--- config.mk ---
export PLATFORM = sky130hd
export DESIGN_NAME = mutex_value_rr
export DESIGN_NICKNAME = d
export VERILOG_FILES = /design/src/rtl/mutex_value_rr_pkg.sv /design/src/rtl/mutex_value_rr_arbiter.sv /design/src/rtl/mutex_value_rr.sv
export SDC_FILE = /design/constraint.sdc
export NUM_CORES = 1
export LEC_CHECK = 0
export CAP_MARGIN = 20
export CORE_ASPECT_RATIO = 1.75
export CORE_UTILIZATION = 45
export CTS_CLUSTER_DIAMETER = 40
export DETAILED_ROUTE_END_ITERATION = 12
export GPL_TIMING_DRIVEN = 0
export PLACE_DENSITY = 0.83
export SLEW_MARGIN = 5
export SYNTH_ARGS = -nofsm -noshare
export SYNTH_HDL_FRONTEND = slang
export SYNTH_SLANG_ARGS = --single-unit
--- constraint.sdc ---
create_clock -name core_clk -period 10.9 [get_ports core_clk]
set_input_delay 1.09 -clock core_clk [delete_from_list [all_inputs] [get_ports core_clk]]
set_output_delay 1.09 -clock core_clk [all_outputs]
set_load 0.005 [all_outputs]
--- src/rtl/mutex_value_rr_pkg.sv ---
// Shared definitions for the round-robin guarded value register:
// op encodings and legal port-count ranges.
package mutex_value_rr_pkg;

    localparam logic OP_SET = 1'b0;
    localparam logic OP_ADD = 1'b1;

    localparam int unsigned WR_NUM_MIN = 1;
    localparam int unsigned WR_NUM_MAX = 16;
    localparam int unsigned RD_NUM_MIN = 1;
    localparam int unsigned RD_NUM_MAX = 16;

endpackage

--- src/rtl/mutex_value_rr_arbiter.sv ---
// Round-robin arbiter: combinational one-hot grant over req, priority pointer
// advances past the granted requester when ack is high.
module rr_arbiter #(
    parameter int unsigned N = 4
) (
    input  logic         clk,
    input  logic         rst_n,
    input  logic [N-1:0] req,
    input  logic         ack,
    output logic [N-1:0] gnt
);

    localparam int unsigned PW = (N > 1) ? $clog2(N) : 1;

    logic [PW-1:0] ptr_q;
    logic [PW-1:0] ptr_d;
    logic [N-1:0]  gnt_c;
    logic          found;

    // Two passes emulate a rotated priority encoder: first at/above the pointer, then wrap.
    always_comb begin
        gnt_c = '0;
        ptr_d = ptr_q;
        found = 1'b0;
        for (int unsigned i = 0; i < N; i++) begin
            if (!found && req[i] && (PW'(i) >= ptr_q)) begin
                found    = 1'b1;
                gnt_c[i] = 1'b1;
                ptr_d    = (i == N - 1) ? '0 : PW'(i + 1);
            end
        end
        for (int unsigned i = 0; i < N; i++) begin
            if (!found && req[i]) begin
                found    = 1'b1;
                gnt_c[i] = 1'b1;
                ptr_d    = (i == N - 1) ? '0 : PW'(i + 1);
            end
        end
        if (!ack) begin
            ptr_d = ptr_q;
        end
    end

    // No grant may escape while reset is held.
    assign gnt = rst_n ? gnt_c : '0;

    always_ff @(posedge clk or negedge rst_n) begin
        if (!rst_n) begin
            ptr_q <= '0;
        end else begin
            ptr_q <= ptr_d;
        end
    end

endmodule

--- src/rtl/mutex_value_rr.sv ---
// Shared value register with round-robin arbitrated SET/ADD writers and
// per-reader coalescing change notification.
module mutex_value_rr
    import mutex_value_rr_pkg::*;
#(
    parameter int unsigned      WIDTH      = 32,
    parameter int unsigned      WR_NUM     = 4,
    parameter int unsigned      RD_NUM     = 2,
    parameter logic [WIDTH-1:0] INIT_VALUE = '0,
    parameter bit               CHG_ONLY   = 1'b1
) (
    input  logic                    core_clk,
    input  logic                    core_rst_n,
    input  logic [WIDTH*WR_NUM-1:0] wr_value_i,
    input  logic [WR_NUM-1:0]       wr_add_i,
    input  logic [WR_NUM-1:0]       wr_valid_i,
    output logic [WR_NUM-1:0]       wr_ready_o,
    output logic [RD_NUM-1:0]       rd_valid_o,
    input  logic [RD_NUM-1:0]       rd_ready_i,
    output logic [RD_NUM*WIDTH-1:0] rd_value_o,
    output logic [WIDTH-1:0]        cur_value_o
);

    if (WR_NUM < WR_NUM_MIN || WR_NUM > WR_NUM_MAX ||
        RD_NUM < RD_NUM_MIN || RD_NUM > RD_NUM_MAX) begin : g_param_check
        $error("mutex_value_rr: WR_NUM/RD_NUM out of range");
    end

    logic [WR_NUM-1:0] gnt;
    logic              accept;
    logic              op;
    logic              notify;
    logic [WIDTH-1:0]  operand;
    logic [WIDTH-1:0]  next_value;
    logic [WIDTH-1:0]  value_q;
    logic [WIDTH-1:0]  value_d;
    logic [RD_NUM-1:0] rd_valid_q;
    logic [RD_NUM-1:0] rd_valid_d;

    rr_arbiter #(
        .N(WR_NUM)
    ) u_arb (
        .clk  (core_clk),
        .rst_n(core_rst_n),
        .req  (wr_valid_i),
        .ack  (accept),
        .gnt  (gnt)
    );

    assign accept = |(gnt & wr_valid_i);

    // Grant is one-hot, so the last match is the only match.
    always_comb begin
        operand = '0;
        op      = OP_SET;
        for (int unsigned k = 0; k < WR_NUM; k++) begin
            if (gnt[k]) begin
                operand = wr_value_i[k*WIDTH +: WIDTH];
                op      = wr_add_i[k];
            end
        end
    end

    // Set beats a coinciding reader ack, so notify overrides the clear.
    always_comb begin
        next_value = (op == OP_ADD) ? value_q + operand : operand;
        notify     = accept && (!CHG_ONLY || (next_value != value_q));
        value_d    = accept ? next_value : value_q;
        rd_valid_d = notify ? '1 : (rd_valid_q & ~rd_ready_i);
    end

    always_ff @(posedge core_clk or negedge core_rst_n) begin
        if (!core_rst_n) begin
            value_q    <= INIT_VALUE;
            rd_valid_q <= '0;
        end else begin
            value_q    <= value_d;
            rd_valid_q <= rd_valid_d;
        end
    end

    assign wr_ready_o  = gnt;
    assign rd_valid_o  = rd_valid_q;
    assign rd_value_o  = {RD_NUM{value_q}};
    assign cur_value_o = value_q;

endmodule

* After elaboration in Yosys (flattened, before gate mapping) *
Cells that the tools add are included.
Widths: inputs -> output; s select.

word-level totals
  output and inout port bits = 102
  memories kept = 0
  input bits = 140
  bits in latches = 0
  register bits = 36
  bits in writable memories = 0
  ROM bits = 0

operators by class
  reduce and logical (&&, ||, !) cells = 22
  multiplexer cells = 33
  div/mod/pow operators = 0
  shift operators = 0
  bitwise operators = 3
  multipliers = 0
  eq/ne operators = 1
  order comparisons = 4
  add/sub/neg operators = 1

operator list
  cell                count
  $mux 32             5
  $add 32x32->32      1
  $ne 32x32->1        1
  $mux 1              18
  $mux 2              9
  $logic_and 1x1->1   12
  $reduce_bool 8->1   1
  $logic_not 1->1     7
  $and 4x4->4         1
  $ge 1x2->1 const A  2
  $ge 2x2->1 const A  2
  $mux 4              1
  $reduce_or 4->1     1
  $and 2x2->2         1
  $not 2->2           1
  $reduce_and 2->1    1

* Longest topological paths before layout *
Gate-level depths: netlist of run 1.

  depth after elaboration = 37
  mapped depth = 22
  mapped depth without buffers = 18

* By module *
From an unflattened synthesis of run 1, not the netlist that was laid out.

unflattened totals
  cells, all modules = 852
  area, all modules = 6195.9 um^2

modules (own cells, without submodules)
  module          times used  cells each  sequential area each (um^2)  area an instance (um^2)
  mutex_value_rr  1           824         850.8                        5979.5
  rr_arbiter      1           28          50.0                         216.5

* Least setup slack after synthesis of run 1 *
OpenSTA, ideal clock, no wires.

  path kind = input port to flip-flop
  from = input port wr_valid_i[2]
  to = register rd_valid_q[0], in the netlist rd_valid_o[0]
  stages on the path = 21
  path slack = 5.537 ns
  library setup time = 0.141 ns
  required time = 10.759 ns
  arrival time = 5.222 ns
  cells stage by stage = buf_2 -> nor2_1 -> o211a_1 -> nand2_1 -> buf_4 -> buf_2 -> buf_2 -> a21oi_1 -> ha_1 -> fa_1 -> a211oi_1 -> o21a_1 -> nor4_1 -> or3_1 -> a21boi_0 -> xor2_1 -> o311ai_0 -> nor4_1 -> nand4_1 -> nor4_2 -> o22ai_1

on the way
  longest elaborated chain between the ends = 26
  elaborated cells on any way between the ends = 40
  classes of those cells = add/sub (1); eq/ne (1); mux (22); bitwise (1); reduce/logical (15)

ends and longest elaborated chain
  what                            line                          source
  start, declared                 mutex_value_rr.sv:16          input logic [WR_NUM-1:0] wr_valid_i,
  $logic_and 1x1->1 (2 in a row)  mutex_value_rr_arbiter.sv:26  if (!found && req[i] && (PW'(i) >= ptr_q)) begin
  $mux 1                          mutex_value_rr_arbiter.sv:26
  $logic_not 1->1                 mutex_value_rr_arbiter.sv:26
  $logic_and 1x1->1 (2 in a row)  mutex_value_rr_arbiter.sv:26
  $mux 1                          mutex_value_rr_arbiter.sv:26
  $logic_not 1->1                 mutex_value_rr_arbiter.sv:33  if (!found && req[i]) begin
  $logic_and 1x1->1               mutex_value_rr_arbiter.sv:33
  $mux 1                          mutex_value_rr_arbiter.sv:33
  [9 not listed]                  -
  $mux 4                          mutex_value_rr_arbiter.sv:45  assign gnt = rst_n ? gnt_c : '0;
  $mux 32                         mutex_value_rr.sv:57          if (gnt[k]) begin
  $add 32x32->32                  mutex_value_rr.sv:66          next_value = (op == OP_ADD) ? value_q + operand : operand;
  $mux 32                         mutex_value_rr.sv:66
  $ne 32x32->1                    mutex_value_rr.sv:67          notify = accept && (!CHG_ONLY || (next_value != value_q));
  $logic_and 1x1->1 *             mutex_value_rr.sv:67
  $mux 2 *                        mutex_value_rr.sv:69          rd_valid_d = notify ? '1 : (rd_valid_q & ~rd_ready_i);
  net rd_valid_d[0]               mutex_value_rr.sv:38          logic [RD_NUM-1:0] rd_valid_d;
  end signal, assigned            mutex_value_rr.sv:78          rd_valid_q <= rd_valid_d;
  end, declared                   mutex_value_rr.sv:37          logic [RD_NUM-1:0] rd_valid_q;

Mark *: on every way through the listed nets, which the timed path passes. The rest lies on a longest branch.
A chain may end at the register's enable or synchronous reset.

* Final worst setup path of run 1 *
  from = input port wr_valid_i[0]
  to = register rd_valid_q[0], in the netlist rd_valid_o[0]

on the way
  longest elaborated chain between the ends = 33
  elaborated cells on any way between the ends = 48
  classes of those cells = add/sub (1); eq/ne (1); mux (25); bitwise (1); reduce/logical (20)

ends and longest elaborated chain
  what                            line
  $logic_and 1x1->1               mutex_value_rr_arbiter.sv:26
  $mux 1                          mutex_value_rr_arbiter.sv:26
  $logic_not 1->1                 mutex_value_rr_arbiter.sv:26
  $logic_and 1x1->1 (2 in a row)  mutex_value_rr_arbiter.sv:26
  $mux 1                          mutex_value_rr_arbiter.sv:26
  $logic_not 1->1                 mutex_value_rr_arbiter.sv:26
  $logic_and 1x1->1 (2 in a row)  mutex_value_rr_arbiter.sv:26
  $mux 1                          mutex_value_rr_arbiter.sv:26
  [16 not listed]                 -
  $mux 4                          mutex_value_rr_arbiter.sv:45
  $mux 32                         mutex_value_rr.sv:57
  $add 32x32->32                  mutex_value_rr.sv:66
  $mux 32                         mutex_value_rr.sv:66
  $ne 32x32->1                    mutex_value_rr.sv:67
  $logic_and 1x1->1 *             mutex_value_rr.sv:67
  $mux 2 *                        mutex_value_rr.sv:69
  net rd_valid_d[0]               mutex_value_rr.sv:38

Marks and branches as above.

==> key figures, run 1 <==
Timing
  • Post-route clock period utilization: roughly 70%
  • Worst-margin pin slew: approximately 0.93 ns
  • Setup total negative slack: 0 ns
  • F_max: 130.6 MHz
  • Final setup fails: 0
  • Max-slew violations: 0
  • Setup ws final: ~3.2 ns
  • Unrepaired setup endpoints after global routing: no
  • Slew headroom: between 30% and 40%
  • Clock Skews: between 0.003 and 0.004 ns
  • Fin. Hold Viols: 0
  • Tmin final: 7.654 ns

Global routing
  • First-pass GRT wire length: slightly below 40 mm
  • GR Util met1: about two fifths
  • Met3 GRT Util: 7.692%
  • Total grt overflow: 0
  • Top Usage Layer GRT: met2
  • Largest net degree at the start of global routing: 31
  • Initial antenna violation count: 0
  • Vias in the first global route: approximately 7.4k
  • GRT met2 Usage: 62.73%
  • Total GRT Usage: between 30% and 40%

Routing
  • WL/cell: approximately 21 um
  • TritonRoute pass-1 iters: 7
  • ANT nets after route: 0
  • First DRT Iteration DRCs: approximately 600
  • DRT Wirelength: about 27 mm
  • Routed via count: between 7k and 8k
  • DR vias/cell: approximately 6.3
  • Drc violations: 0

Clock tree
  • Post-CTS Resized: 0
  • Clk sinks: 36
  • H-tree Lvls: 2
  • TritonCTS Buffers: 5
  • Register clock-pin slew on the reported worst setup and hold paths: ~0.06 ns
  • Hold_buf cts: 0
  • Root Driver: clkbuf_16
  • Clk buf depth: 2
  • Clk Latency, worst-skew pair: about 0.29 ns
  • CTS tree: done
  • Post-CTS Setup Repair Bufs: 0

Worst setup path
  • Critical path class: in2reg
  • Bufs and invs on worst path: 5
  • Startpoint types: input port
  • Critical path peak fanout: 10
  • Req. time, crit path: around 11 ns
  • CP Capture Type: flop
  • Max incr delay on CP: a little over 0.6 ns
  • Slowest stage cell, crit path: a21oi_1
  • CP most frequent cell: a21oi_1
  • Largest delay share family, worst path: compound AO/OA/AOI/OAI gates
  • Crit path DAT: just under 8 ns
  • Crit path cell chain: clkdlybuf4s50_1 -> nor2b_1 -> o21ai_1 -> nand2_1 -> buf_4 -> buf_2 -> buf_2 -> a21oi_1 -> ha_1 -> clkbuf_1 -> a21oi_1 -> o211ai_1 -> a21oi_1 -> o41a_1 -> nor4_1 -> a2111oi_0 -> o2111ai_1 -> nor4_1 -> nand4_1 -> nor4_2 -> o22ai_1

Place
  • Dpl cells: 1228
  • Post-Place Setup Slack: about 3.3 ns
  • Post-DP HPWL: between 20 and 25 mm
  • Placed Area: 0.008703 sq mm
  • GPL Wtd Cong: slightly above 1
  • Input/output buffers: roughly 240

Floorplan
  • Initial core utilization: a little under half
  • Number of core rows: between 50 and 60
  • Die width: 89.69 um
  • Die H: around 160 um
  • Ports: between 200 and 250
  • CORE AREA: 0.01301 sq mm
  • Die area: between 0.01 and 0.015 sq mm

Yosys
  • Ys Warns: 0
  • Async set or reset register ratio after synthesis: 100.0%
  • Xor and xnor area share after synthesis: 7.293%
  • Largest family of logic cells by synthesized area: compound AO/OA/AOI/OAI gates
  • Post-synth EDFFs: 0
  • Sequential fraction of the synthesis area: between 10% and 20%
  • Syn Std Cell Area: just over 0.006 sq mm
  • Post-synthesis cell count: between 800 and 900
  • Mux cell area share after synthesis: under 10%
  • Synth Register Bits: 36
  • Post-Syn Nets: a little under 1k
  • Post-synthesis area per instance: between 7 and 8 sq um
  • Distinct cells, synth: 83
  • Compound-cell area share of the yosys netlist: 35.41%
  • Main synth FF type: dfrtp_1
  • Adder-Cell Fraction of Synth Area: between 6 and 7%
  • Synth Area in Simple Gates: 21.65%

Pwr
  • Clock power frac: between 5 and 6%
  • Lkg Pwr: about 3.6 nW
  • Internal: between 1 and 1.5 mW
  • Flop pwr share: 12.4%
  • Power per Cell Area: 338.1 mW/mm^2
  • Comb pwr share: 81.8%
  • Switching Share: 50.11%
  • Worst vdd ir: 209.9 uV
  • Psw: 1.503 mW

Run status
  • Status: finished clean

Cells and area
  • Finished Core Util: slightly below 70%
  • Area delta synth->final: 46.49%
  • Most frequent cells in the layout: 240 x clkdlybuf4s50_1, 109 x nand2_1, 66 x buf_4, 52 x a21oi_1, 37 x nor2_1
  • Non-Filler Instances: 1236
  • Share of layout cells above drive strength 1: between 10% and 20%
  • Filler cell count: 1144
  • Most common cell after layout, fill and taps aside: clkdlybuf4s50_1
  • Nets: around 1.2k
  • Ant. Diodes: 0
  • Cell area after layout: roughly 0.009 sq mm

Job
  • Count of max-cap constraint violations: 0

Worst hold path
  • Worst hold path class: reg2reg
## flip-flops by register name, indices dropped and copies added, names as in the netlist
| name | flops |
|---|---|
| cur_value_o | 32 |
| rd_valid_o | 2 |
| u_arb.ptr_q | 2 |
## power groups by stage
stage	Sequential [mW]	Clock [mW]	Combinational, mW
5_1_grt	0.385	0.178	2.64
4_1_cts	0.367	0.172	2.40
3_3_place_gp	0.366	0	2.35
3_5_place_dp	0.370	0	2.39
6_report	0.372	0.173	2.45
2_1_floorplan	0.324	0	1.54
## per-layer routing
metal	vias to the layer above	share of wire [%]
met4	0	7.1
met5	-	0
met2	502	49
met3	133	9.3
met1	3633	35
li1	3542	-
## worst reg2reg max path, cell delays in order (launching register included)
cell and delay (ns):
dfrtp_1 0.31, buf_2 0.22, nor2b_1 0.10, o21ai_1 0.45
nand2_1 0.30, buf_4 0.25, buf_2 0.23, buf_2 0.24
a21oi_1 0.61, ha_1 0.36, clkbuf_1 0.20, a21oi_1 0.50
o211ai_1 0.14, a21oi_1 0.19, o41a_1 0.42, nor4_1 0.10
a2111oi_0 0.47, o2111ai_1 0.25, nor4_1 0.49, nand4_1 0.26
nor4_2 0.35, o22ai_1 0.12
## through the flow
stage          hold WS, ns  power (mW)
2_1_floorplan       0.5347       1.866
3_3_place_gp        0.5268       2.721
3_5_place_dp        0.5372       2.756
4_1_cts             0.5464       2.940
5_1_grt             0.5828       3.200
6_report            0.5421       2.999
## cells in the mapped netlist (13+ instances only)
cell / n / area (sq um)
nand2_1: 109 / 409.1
buf_4: 66 / 495.5
a21oi_1: 52 / 260.3
nor2_1: 37 / 138.9
dfrtp_1: 36 / 900.9
o21ai_0: 34 / 170.2
ha_1: 31 / 387.9
o211ai_1: 31 / 232.7
nor3_1: 28 / 140.1
xor2_1: 28 / 245.2
clkbuf_1: 25 / 93.84
inv_1: 22 / 82.58
nand3_1: 18 / 90.09
buf_2: 17 / 85.08
xnor2_1: 17 / 148.9
a22oi_1: 16 / 120.1
a21o_1: 13 / 97.59
a41oi_1: 13 / 113.9
## final timing paths
kind	start	end	slack (ns)	cells past startpoint
max in group asynchronous	core_rst_n	cur_value_o[25]	9.68	2
worst min register to register	rd_valid_o[1]	rd_valid_o[1]	0.54	2
min in group asynchronous	core_rst_n	cur_value_o[11]	0.72	1
worst min-delay path	rd_valid_o[1]	rd_valid_o[1]	0.54	2
worst max register to register	u_arb.ptr_q[1]	rd_valid_o[0]	4.18	21
worst max-delay path	wr_valid_i[0]	rd_valid_o[0]	3.25	21
## logic make-up after synthesis
| kind of cell | count (synthesis) |
|---|---|
| AO/OA/AOI/OAI | 290 |
| XOR/XNOR | 47 |
| adder cells (fa/ha/maj) | 32 |
| buffers and inverters | 134 |
| flip-flops | 36 |
| multiplexers | 7 |
| AND/OR/NAND/NOR | 269 |
## area by class of cell
type,count,area [sq um],share of cell area [%]
clock buffer,5,125.1,1.410
timing repair buffer,242,2427,27.36
inverter,23,86.33,0.9732
tap,171,214.0,2.412
buffer,111,693.2,7.814
multi-input combinational,645,4382,49.39
clock inverter,3,42.54,0.4795
sequential,36,900.9,10.16
Note: power is estimated with default switching activity, not from simulation.
==> inputs of run 2 (changes only) <==
==> constraint.sdc (replaced) <==
create_clock -name core_clk -period 7.7 [get_ports core_clk]
set_input_delay 0.77 -clock core_clk [delete_from_list [all_inputs] [get_ports core_clk]]
set_output_delay 0.77 -clock core_clk [all_outputs]
set_load 0.005 [all_outputs]
==> results of run 2 <==
Same layout as run 1 (identical final DEF). Status: finished clean.
Among the figures that moved: setup slack after placement 3.290 ns -> 0.4100 ns; setup slack after layout 3.246 ns -> 0.3657 ns; hold slack 0.5421 ns -> 0.3979 ns; register-to-register setup slack 4.18 ns -> 0.98 ns; total power 2.999 mW -> 4.245 mW; worst IR drop on VDD 209.9 uV -> 297.1 uV
==> inputs of run 3 (changes only) <==
--- a/config.mk
+++ b/config.mk
@@ -5,13 +5,14 @@
 export SDC_FILE = /design/constraint.sdc
 export NUM_CORES = 1
 export LEC_CHECK = 0
+export ABC_CLOCK_PERIOD_IN_PS = 6000
 export CAP_MARGIN = 20
 export CORE_ASPECT_RATIO = 1.75
-export CORE_UTILIZATION = 45
+export CORE_UTILIZATION = 41
 export CTS_CLUSTER_DIAMETER = 40
 export DETAILED_ROUTE_END_ITERATION = 12
 export GPL_TIMING_DRIVEN = 0
-export PLACE_DENSITY = 0.83
+export PLACE_DENSITY = 0.79
 export SLEW_MARGIN = 5
 export SYNTH_ARGS = -nofsm -noshare
 export SYNTH_HDL_FRONTEND = slang
==> constraint.sdc (replaced) <==
create_clock -name core_clk -period 6 [get_ports core_clk]
set_input_delay 0.6 -clock core_clk [delete_from_list [all_inputs] [get_ports core_clk]]
set_output_delay 0.6 -clock core_clk [all_outputs]
set_load 0.005 [all_outputs]
==> key figures, run 3 (synthesis results as in run 1) <==
Routing
  • WL/cell: 21.63 um (was 21.50 um)
  • DRT Wirelength: 27.08 mm (was 26.57 mm)
  • ANT nets after route: 0 (unchanged)
  • DR vias/cell: 6.185 (was 6.319)
  • Drc violations: 0 (unchanged)
  • Routed via count: 7743 (was 7810)
  • First DRT Iteration DRCs: 658 (was 603)
  • TritonRoute pass-1 iters: 8 (was 7)

Clock tree
  • CTS tree: done (unchanged)
  • H-tree Lvls: 2 (unchanged)
  • Register clock-pin slew on the reported worst setup and hold paths: 0.06 ns (about the same)
  • Clk buf depth: 2 (unchanged)
  • Root Driver: clkbuf_16 (unchanged)
  • Clk sinks: 36 (unchanged)
  • Clk Latency, worst-skew pair: 0.29 ns (about the same)
  • TritonCTS Buffers: 5 (unchanged)

Cells and area
  • Max reg flops: 32 (unchanged)
  • Ant. Diodes: 0 (unchanged)
  • Share of layout cells above drive strength 1: 15.58% (was 10.70%)
  • Non-Filler Instances: 1252 (was 1236)
  • Finished Core Util: 64.40% (was 68.21%)
  • Filler cell count: 1300 (was 1144)
  • Nets: 1243 (was 1236)
  • Most frequent cells in the layout: 237 x clkdlybuf4s50_1, 108 x nand2_1, 79 x buf_4, 46 x a21oi_1 (was 240 x clkdlybuf4s50_1, 109 x nand2_1, 66 x buf_4, 52 x a21oi_1, 37 x nor2_1)
  • Area delta synth->final: 52.81% (was 46.49%)
  • Most common cell after layout, fill and taps aside: clkdlybuf4s50_1 (unchanged)

Global routing
  • Total GRT Usage: 34.44% (was 37.49%)
  • Vias in the first global route: 7346 (was 7422)
  • First-pass GRT wire length: 39.86 mm (was 39.40 mm)
  • Largest net degree at the start of global routing: 29 (was 31)
  • Initial antenna violation count: 0 (unchanged)
  • Total grt overflow: 0 (unchanged)

Timing
  • Setup total negative slack: 0 ns (unchanged)
  • Unrepaired setup endpoints after global routing: no (unchanged)
  • Tmin final: 5.829 ns
  • Max-slew violations: 0 (unchanged)
  • Post-route clock period utilization: a little over nine tenths
  • Fin. Hold Viols: 0 (unchanged)
  • Slew headroom: 30.63% (was 37.58%)
  • Fin Hold WS: 0.1828 ns (was 0.3979 ns)
  • Final setup fails: 0 (unchanged)
  • F_max: between 150 and 200 MHz
  • Worst-margin pin slew: 1.027 ns (was 0.9286 ns)
  • Clock Skews: 0.003022 ns (was 0.003552 ns)

Floorplan
  • Die area: 0.01528 sq mm (was 0.01394 sq mm)
  • Die width: 93.87 um (was 89.69 um)
  • Ports: 242 (unchanged)
  • CORE AREA: 0.01437 sq mm (was 0.01301 sq mm)
  • Number of core rows: 58 (was 55)
  • Initial core utilization: 42.15% (was 46.56%)
  • Die H: 162.8 um (was 155.5 um)

Worst setup path
  • Critical path class: in2reg (unchanged)
  • Bufs and invs on worst path: 6 (was 5)
  • Startpoint types: input port (unchanged)
  • CP Capture Type: flop (unchanged)
  • Slowest stage cell, crit path: clkdlybuf4s50_1 (was a21oi_1)
  • Req. time, crit path: 6.14 ns (was 7.84 ns)
  • Largest delay share family, worst path: compound AO/OA/AOI/OAI gates (unchanged)
  • Critical path peak fanout: 10 (unchanged)
  • Max incr delay on CP: 0.49 ns (was 0.61 ns)
  • Crit path DAT: 5.97 ns (was 7.47 ns)
  • CP most frequent cell: buf_4 (was a21oi_1)
  • Crit path cell chain: clkdlybuf4s50_1 -> buf_6 -> nor2_2 -> o211a_4 -> nand2_2 -> buf_4 -> buf_4 -> buf_4 -> a21oi_2 -> ha_1 -> a211oi_4 -> o21ai_2 -> a211oi_2 -> o41a_1 -> buf_4 -> o211a_1 -> a2111oi_2 -> o2111ai_2 -> nor4_4 -> nand4_1 -> nor4_2 -> o22ai_1 (was clkdlybuf4s50_1 -> nor2b_1 -> o21ai_1 -> nand2_1 -> buf_4 -> buf_2 -> buf_2 -> a21oi_1 -> ha_1 -> clkbuf_1 -> a21oi_1 -> o211ai_1 -> a21oi_1 -> o41a_1 -> nor4_1 -> a2111oi_0 -> o2111ai_1 -> nor4_1 -> nand4_1 -> nor4_2 -> o22ai_1)

Place
  • Post-DP HPWL: 21.25 mm (was 21.07 mm)
  • GPL Wtd Cong: 0.9635 (was 1.012)
  • Dpl cells: 1237 (was 1228)
  • Input/output buffers: 241 (unchanged)

Pwr
  • Power per Cell Area: 623.0 mW/mm^2 (was 478.5 mW/mm^2)
  • Total Power: 5.765 mW (was 4.245 mW)
  • Worst vdd ir: 376.1 uV (was 297.1 uV)
  • Lkg Pwr: 3.737 nW (was 3.597 nW)

Job
  • Count of max-cap constraint violations: 0 (unchanged)

Run status
  • Status: finished clean (unchanged)

Worst hold path
  • Worst hold path class: in2async (unchanged)
run 3: cell types whose count changed in the layout (fill, tap and decap cells not counted), moves of 5 or more:
cell,change
a21oi_2,+5
buf_2,-5
clkbuf_1,-10
buf_4,+13
a21oi_1,-6
run 3: final timing paths:
| check | startpoint | depth (start not counted) | slack [ns] | to |
|---|---|---|---|---|
| min | core_rst_n | 1 | 0.18 | cur_value_o[11] |
| max | wr_valid_i[2] | 22 | 0.17 | rd_valid_o[1] |
| min in group core_clk | rd_valid_o[0] | 2 | 0.54 | rd_valid_o[0] |
| max in group asynchronous | core_rst_n | 2 | 5.37 | rd_valid_o[0] |
| max reg2reg | u_arb.ptr_q[1] | 20 | 0.49 | rd_valid_o[1] |
| min reg2reg | rd_valid_o[0] | 2 | 0.54 | rd_valid_o[0] |
run 3: final cells by class:
type	count	area, sq um	area share (%)
timing repair buffer	253	2520	27.23
inverter	23	86.33	0.9329
clock buffer	7	152.6	1.650
multi-input combinational	645	4627	50.00
clock inverter	1	30.03	0.3245
tap	180	225.2	2.434
sequential	36	900.9	9.735
buffer	107	711.9	7.693
run 3: through the flow:
stage	setup slack (ns)	instance area, sq um
floorplan	1.127	6056
global placement	-2.476	8693
detailed placement	-1.119	8715
CTS	0.009164	8987
global route	0.009080	9254
finish	0.1710	9254
run 3: what timing repair did:
action                                  in CTS  in global routing
endpoints found under the setup margin       2                  2
hold buffers                                 0                  0
pin swaps                                    6                 16
gates resized for setup                     25                 48
buffers inserted                             4                  7
run 3: worst reg2reg max path, delay by kind of cell, from the launching register on:
kind                     cells  cell delay, ns
AO/OA/AOI/OAI               11            2.51
flip-flops                   1            0.32
AND/OR/NAND/NOR              5            1.39
buffers and inverters        2            0.49
adder cells (fa/ha/maj)      2            0.64
run 3: per-layer routing:
layer	global-route usage [%]	vias up	share of wire (%)
li1	-	3546	-
met3	7.423	108	9.6
met1	36.01	3618	34
met5	0	-	0
met2	59.99	471	50
met4	24.20	0	6.8
run 3: where the power goes:
part           total (mW)  switching, mW  internal, mW
clock               0.341          0.121         0.219
combinational        4.74           2.43          2.31
sequential          0.685          0.310         0.374
total                5.76           2.87          2.90
